==> src/rtl/reg_file_mp_if.sv <==
// Decode/writeback bus of reg_file_mp: operand reads, ALU write, load write, load issue.
interface reg_file_mp_if #(
    parameter int DATA_W = 32,
    parameter int NREG   = 16,
    parameter int NRD    = 2
);
    localparam int ADDR_W = $clog2(NREG);

    logic [NRD*ADDR_W-1:0] rd_addr;
    logic [NRD*DATA_W-1:0] rd_data;
    logic [NRD-1:0]        rd_busy;
    logic                  wr_en;
    logic [ADDR_W-1:0]     wr_addr;
    logic [DATA_W-1:0]     wr_data;
    logic                  ld_en;
    logic [ADDR_W-1:0]     ld_addr;
    logic [DATA_W-1:0]     ld_data;
    logic                  ld_ready;
    logic                  iss_en;
    logic [ADDR_W-1:0]     iss_addr;

    modport master (
        output rd_addr, wr_en, wr_addr, wr_data, ld_en, ld_addr, ld_data, iss_en, iss_addr,
        input  rd_data, rd_busy, ld_ready
    );
    modport slave (
        input  rd_addr, wr_en, wr_addr, wr_data, ld_en, ld_addr, ld_data, iss_en, iss_addr,
        output rd_data, rd_busy, ld_ready
    );
endinterface

==> src/rtl/reg_file_mp.sv <==
// Multi-port register file: ALU write port A, load write port B with one-entry collision hold,
// pending-load scoreboard. Define REG_BYPASS_EN to forward same-edge writes to the read ports.
module reg_file_mp #(
    parameter int DATA_W = 32,
    parameter int NREG   = 16,
    parameter int NRD    = 2
) (
    input  logic          clk,
    input  logic          reset,
    reg_file_mp_if.slave  bus
);
    localparam int ADDR_W = $clog2(NREG);

    typedef enum logic { EMPTY, FULL } hold_st_t;
    typedef struct packed {
        logic [ADDR_W-1:0] addr;
        logic [DATA_W-1:0] data;
    } ld_req_t;

    logic [NREG-1:0][DATA_W-1:0] regs;
    logic [NREG-1:0]             busy;
    hold_st_t                    st, st_nxt;
    ld_req_t                     hold, ld_in, lw;
    logic                        a_act, b_acc, b_coll, drain, lw_en;
    logic [NRD-1:0][DATA_W-1:0]  rd_d;
    logic [NRD-1:0]              rd_b;

    // R0 is filtered here so neither the array, the hold buffer nor busy ever sees it.
    assign a_act        = bus.wr_en && (bus.wr_addr != '0) && !reset;
    assign bus.ld_ready = (st == EMPTY);
    assign b_acc        = bus.ld_en && bus.ld_ready && (bus.ld_addr != '0) && !reset;
    assign ld_in        = {bus.ld_addr, bus.ld_data};

    always_comb begin
        st_nxt = st;
        drain  = 1'b0;
        b_coll = 1'b0;
        case (st)
            EMPTY: if (b_acc && a_act && (bus.ld_addr == bus.wr_addr)) begin
                b_coll = 1'b1;
                st_nxt = FULL;
            end
            FULL: if (!reset && !(a_act && (hold.addr == bus.wr_addr))) begin
                drain  = 1'b1;
                st_nxt = EMPTY;
            end
            default: st_nxt = EMPTY;
        endcase
    end

    // Drain and direct load are exclusive: accepts only happen while the hold is empty.
    assign lw_en = drain || (b_acc && !b_coll);
    assign lw    = drain ? hold : ld_in;

    always_ff @(posedge clk) begin
        if (reset) begin
            st   <= EMPTY;
            busy <= '0;
            for (int k = 0; k < NREG; k++) regs[k] <= DATA_W'(k);
        end else begin
            st <= st_nxt;
            if (b_coll) hold <= ld_in;
            if (a_act)  regs[bus.wr_addr] <= bus.wr_data;
            if (lw_en) begin
                regs[lw.addr] <= lw.data;
                busy[lw.addr] <= 1'b0;
            end
            if (bus.iss_en && (bus.iss_addr != '0)) busy[bus.iss_addr] <= 1'b1;
        end
    end

    for (genvar i = 0; i < NRD; i++) begin : g_rd
        logic [ADDR_W-1:0] ra;
        logic [DATA_W-1:0] d;
        logic              b;
        assign ra = bus.rd_addr[i*ADDR_W +: ADDR_W];
        always_comb begin
            d = regs[ra];
            b = busy[ra];
`ifdef REG_BYPASS_EN
            // Load wins over port A, matching which value the array holds after the edge.
            if (ra != '0) begin
                if (lw_en && (lw.addr == ra)) begin
                    d = lw.data;
                    if (!(bus.iss_en && (bus.iss_addr == ra))) b = 1'b0;
                end else if (a_act && (bus.wr_addr == ra)) begin
                    d = bus.wr_data;
                end
            end
`endif
        end
        assign rd_d[i] = d;
        assign rd_b[i] = b;
    end

    assign bus.rd_data = rd_d;
    assign bus.rd_busy = rd_b;
endmodule

==> src/flat_wrapper.sv <==
// flat-port wrapper written by rule: the top's interface ports become plain ports
module reg_file_mp_flat 
#(
    parameter int DATA_W = 32,
    parameter int NREG   = 16,
    parameter int NRD    = 2
)
  (clk, reset, bus_rd_addr, bus_wr_en, bus_wr_addr, bus_wr_data, bus_ld_en, bus_ld_addr, bus_ld_data, bus_iss_en, bus_iss_addr, bus_rd_data, bus_rd_busy, bus_ld_ready);
  reg_file_mp_if #(.DATA_W(DATA_W), .NREG(NREG), .NRD(NRD)) bus_i ();
  input  logic clk;
  input  logic reset;
  input wire logic [$bits(bus_i.rd_addr)-1:0] bus_rd_addr;
  input wire logic [$bits(bus_i.wr_en)-1:0] bus_wr_en;
  input wire logic [$bits(bus_i.wr_addr)-1:0] bus_wr_addr;
  input wire logic [$bits(bus_i.wr_data)-1:0] bus_wr_data;
  input wire logic [$bits(bus_i.ld_en)-1:0] bus_ld_en;
  input wire logic [$bits(bus_i.ld_addr)-1:0] bus_ld_addr;
  input wire logic [$bits(bus_i.ld_data)-1:0] bus_ld_data;
  input wire logic [$bits(bus_i.iss_en)-1:0] bus_iss_en;
  input wire logic [$bits(bus_i.iss_addr)-1:0] bus_iss_addr;
  output wire logic [$bits(bus_i.rd_data)-1:0] bus_rd_data;
  output wire logic [$bits(bus_i.rd_busy)-1:0] bus_rd_busy;
  output wire logic [$bits(bus_i.ld_ready)-1:0] bus_ld_ready;
  assign bus_i.rd_addr = bus_rd_addr;
  assign bus_i.wr_en = bus_wr_en;
  assign bus_i.wr_addr = bus_wr_addr;
  assign bus_i.wr_data = bus_wr_data;
  assign bus_i.ld_en = bus_ld_en;
  assign bus_i.ld_addr = bus_ld_addr;
  assign bus_i.ld_data = bus_ld_data;
  assign bus_i.iss_en = bus_iss_en;
  assign bus_i.iss_addr = bus_iss_addr;
  assign bus_rd_data = bus_i.rd_data;
  assign bus_rd_busy = bus_i.rd_busy;
  assign bus_ld_ready = bus_i.ld_ready;
  reg_file_mp #(.DATA_W(DATA_W), .NREG(NREG), .NRD(NRD)) u_core (.clk(clk), .reset(reset), .bus(bus_i));
endmodule
==> config.mk <==
export PLATFORM = sky130hd
export DESIGN_NAME = reg_file_mp_flat
export DESIGN_NICKNAME = d
export VERILOG_FILES = /design/src/rtl/reg_file_mp_if.sv /design/src/rtl/reg_file_mp.sv /design/src/flat_wrapper.sv
export SDC_FILE = /design/constraint.sdc
export NUM_CORES = 1
export LEC_CHECK = 0
export CAP_MARGIN = 20
export CORE_MARGIN = 2
export CORE_UTILIZATION = 65
export DETAILED_ROUTE_END_ITERATION = 16
export PLACE_DENSITY = 0.85
export SYNTH_ARGS = -nofsm -noshare
export SYNTH_HDL_FRONTEND = slang
export SYNTH_SLANG_ARGS = --single-unit
==> constraint.sdc <==
create_clock -name clk -period 9.3 [get_ports clk]
set_input_delay 0.93 -clock clk [delete_from_list [all_inputs] [get_ports clk]]
set_output_delay 0.93 -clock clk [all_outputs]
set_load 0.1 [all_outputs]
# Yosys cells after proc, flatten, opt, wreduce, memory -nomap -nowiden
# Index checks and enable logic that the tools add are counted.
op_classes:
  n_lt_le_gt_ge: 8
  reduce_logical: 22
  n_eq_ne: 2
  n_mux: 31
  bitwise: 5
op_table:
  columns: ["op", "n"]
  rows:
  - ["512-bit 2-to-1 mux", 3]
  - ["512-bit bitwise mux", 2]
  - ["32-bit binary-select mux with 4-bit select", 2]
  - ["32-bit demux with 4-bit select", 2]
  - ["32-bit 2-to-1 mux", 4]
  - ["16-bit 2-to-1 mux", 3]
  - ["36-bit 2-to-1 mux", 1]
  - ["4-bit by 5-bit less-than comparator with 1-bit output, second input constant", 5]
  - ["16-bit AND", 1]
  - ["16-bit inverter", 1]
  - ["16-bit OR", 1]
  - ["1-bit logical AND", 14]
  - ["4-bit by 1-bit >= comparator with 1-bit output, second input constant", 3]
  - ["4-bit nonzero test", 3]
  - ["1-bit 2-to-1 mux", 9]
  - ["1-bit binary-select mux with 4-bit select", 2]
  - ["1-bit demux with 4-bit select", 2]
  - ["4-bit == test", 2]
  - ["1-bit logical NOT", 3]
  - ["1-bit inverter", 2]
  - ["1-bit one-hot mux with 2 select lines", 1]
  - ["2-bit AND reduction", 1]
  - ["1-bit logical OR", 1]
word_totals:
  elab_cells: 88
  output_inout_bits: 67
  regBits: 565

# Logic depth before layout (Yosys ltp)
depth:
  ltp_word: 19
  ltp_mapped: 10
  mapped_depth_nobuf: 5

# Worst setup path after synthesis
# OpenSTA, ideal clock, no wires.
synth_timing:
  path_type: "input -> output"
  startpoint: "input port bus_rd_addr[4]"
  endpoint: "output port bus_rd_data[37]"
  path_stages: 5
  setup_slack_ns: 5.208
  arrival_ns: 3.162
  path_cell_list: "clkbuf_1 buf_2 buf_1 mux4_2 mux4_2"
synth_via:
  elab_chain_len: 2
synth_rtl:
  columns: ["element", "line", "source"]
  rows:
  - ["start, declared", "flat_wrapper.sv:12", "input wire logic [$bits(bus_i.rd_addr)-1:0] bus_rd_addr;"]
  - ["32-bit binary-select mux with 4-bit select", "reg_file_mp.sv:78", "d = regs[ra];"]
  - ["32-bit 2-to-1 mux (implied by the code)", "reg_file_mp.sv:78", null]
  - ["end, declared", "flat_wrapper.sv:21", "output wire logic [$bits(bus_i.rd_data)-1:0] bus_rd_data;"]
# No other way between the ends. The select of a mux whose other input is x is not followed.

# Final worst setup path
layout_timing:
  startpoint: "input port bus_rd_addr[4]"
  endpoint: "output port bus_rd_data[36]"
# Same word-level chain as after synthesis.

==> impl_results.md <==
- Status: finished clean
- Reg-to-reg slack, setup: between 5 and 6 ns
- IO Pins: 156
- # nets final: ~3200
- Number of placement rows: 85
- Layout cells sized above 1: around a quarter
- Post-Synth Adder-Cell Area: 0%
- PD cells: approximately 150 mW/mm^2
- Register area share after synthesis: 33.3%
- Initial core utilization: 65.4%
- LEAKAGE: 16.8 nW
- Slew HR: 19.6%
- Clock sinks: 565
- Worst VDD drop: approximately 170 uV
- Hold depth: 2
- Area after DPL: 0.0366 sq mm
- Vias post-DR: ~30000
- Yosys top cell area share: 30.2%
- TritonCTS buffer count: 60
- EDFF count, synth: 36
- Clk_skew: 0.0293 ns
- Setup TNS: 0 ns
- Final core occ: 72.7%
- Worst r2r path cells: 6
- Post-CTS Setup Bufs: 0
- Fmax achieved: ~0.18 GHz
- Main combinational cell family by area after synthesis: multiplexers
- Die Footprint: 0.0558 sq mm
- Design Power: ~6 mW
- Fillers: around 3500
- Die H: 236 um
- Root buffer cell: clkbuf_16
- Clk buf depth: 3
- Data arrival, critical path: 4.53 ns
- Max-cap violations: 0
- Reg2reg start: u_core.hold[34]$_DFFE_PP_
- Die W: between 200 and 250 um
- Synth Register Bits: roughly 570
- DR WL/cell: 31.8 um
- Synth unique cells: 65
- Fin crit share: between 50% and 60%
- Design Area, Final: 0.0389 sq mm
- Final setup violation count: 0
- PostCTS Resize Cnt: 0
- Overall global routing resource usage: a little over two fifths
- Xor and xnor area share after synthesis: 0.250%
- # DRC: 0
- Final hold violation count: 0
- Post-synthesis mux area share: 42.4%
- Hold crit path type: reg2reg
- DRT iter0 DRCs: 4602
- Yosys warning count: 0
- First-pass GRT wire length: 182 mm
- Post-synthesis simple-gate area fraction: 11.4%
- Critical path class: in2out
- TritonCTS clock tree: done
- Vias per cell: between 7 and 8
- Reg clk slew, reported paths: 0.06 ns
- Worst-Margin Slew: 1.21 ns
- Largest net degree at the start of global routing: 131
- Most frequent cells in the layout: dfxtp_1, mux2i_1, mux4_2
- Worst skew pair latency: 0.66 ns
- Ys flop type: dfxtp_1
- Antenna-violating nets left: 0
- Htree depth: 2
- Ys async rst share: 0%
- Syn Area/Cell: 11.1 sq um
- Layout area overhead: 11.1%
- Syn Nets: 3236
- CP Max Fanout: 48
- Synth area leader: dfxtp_1
- Startpoint types: input port
- Area fraction in compound gates after synthesis: 7.79%
- DRT Pass-1 Iters: 8
- Min Tclk post-route: 5.46 ns
- Port Buf Inserts: approximately 160
- Max Slew Vio Count: 0
- RSZ-0062 raised after global routing: no
- Gr ovfl total: 0
- Vias in the first global route: 30308
- R2R Path End: u_core.regs[366]$_SDFF_PP0_
- CP endpoint kind: output pin
- DPL Wire Length: 67.3 mm
- Top cells by area, synth: dfxtp_1, mux4_2, mux2i_1, mux2_2, a21oi_1
- Post-CTS Hold Buffers: 0
- Initial antenna violation count: 5
- Commonest non-fill, non-tap cell in the layout: dfxtp_1
- Synth Cell Area: 0.0351 sq mm
- Min-delay src: u_core.regs[13]$_SDFF_PP0_
- Std-Cell Core Area: 0.0536 sq mm
- Crit path required time: 8.37 ns
- Mapped Cells: 3147
- Gpl congestion: 0.935
- Final wirelength: 121 mm
- Destination of the worst hold path: u_core.regs[13]$_SDFF_PP0_
-- through the flow --
step	instances	setup slack, ns	hold WS [ns]
final	3820	3.84	0.499
after global routing	3820	3.66	0.520
after CTS	3802	3.86	0.490
after detailed placement	3692	3.84	0.479
after global placement	3689	3.88	0.461
after floorplan	3147	5.21	0.448
-- cell usage after synthesis, types with 49 or more instances --
library cell	count
clkbuf_1	240
nor2_1	53
buf_4	51
o21ai_0	49
dfxtp_1	529
mux4_2	330
nor3b_1	153
buf_2	53
mux2i_1	503
nand3_1	68
and3_1	104
mux2_2	212
a21oi_1	236
nand2_1	263
-- per-layer routing --
layer	GRT usage, %	wire, um	part of all wire (%)	vias up
met5	0	55	0.045	-
met4	33.2	10800	8.9	8
met3	12.3	16500	14	828
met2	65.0	53700	44	2747
met1	51.3	40300	33	14461
li1	-	-	-	11861
-- how the worst max path moves through the flow --
stage | from | to | slack (ns) | depth (start not counted)
finish | bus_rd_addr[4] | bus_rd_data[36] | 3.84 | 5
global route | bus_rd_addr[4] | bus_rd_data[36] | 3.66 | 5
CTS | bus_rd_addr[4] | bus_rd_data[36] | 3.86 | 5
detailed placement | bus_wr_addr[3] | u_core.regs[496]$_SDFF_PP0_ | 3.84 | 7
global placement | bus_rd_addr[4] | bus_rd_data[36] | 3.88 | 5
floorplan | bus_rd_addr[4] | bus_rd_data[37] | 5.21 | 5
-- cells by family after synthesis --
family	Yosys count
buf+inv	381
simple gates	742
mux	1045
flops	565
compound gates	404
xor+xnor	10
-- layout make-up --
| type | count | area (sq um) | area share, % |
|---|---|---|---|
| multi-input cells | 2201 | 21900 | 56.3 |
| flip-flops and latches | 565 | 11700 | 30.0 |
| repair buffers | 244 | 2290 | 5.88 |
| clock buffers | 76 | 1710 | 4.38 |
| well taps | 696 | 871 | 2.24 |
| clock inverters | 34 | 469 | 1.20 |
| inverters | 3 | 18.8 | 0.0482 |
| diodes | 1 | 2.50 | 0.00643 |
-- worst max-delay path, cell delays in order --
cell	delay, ns
clkbuf_8	0.51
buf_4	0.81
mux4_2	0.60
mux4_2	0.57
clkdlybuf4s50_1	1.01
-- flip-flops by register name, summed over array words and instances (netlist names) --
signal       count
u_core.hold     36
u_core.regs    512
u_core.st        1
u_core.busy     16
-- where the power goes --
group	switching (mW)	total [mW]	internal [mW]
Clock	1.08	2.67	1.60
Sequential	0.0315	2.52	2.48
Combinational	0.444	0.693	0.249
Power figures use the tool's default switching activity.
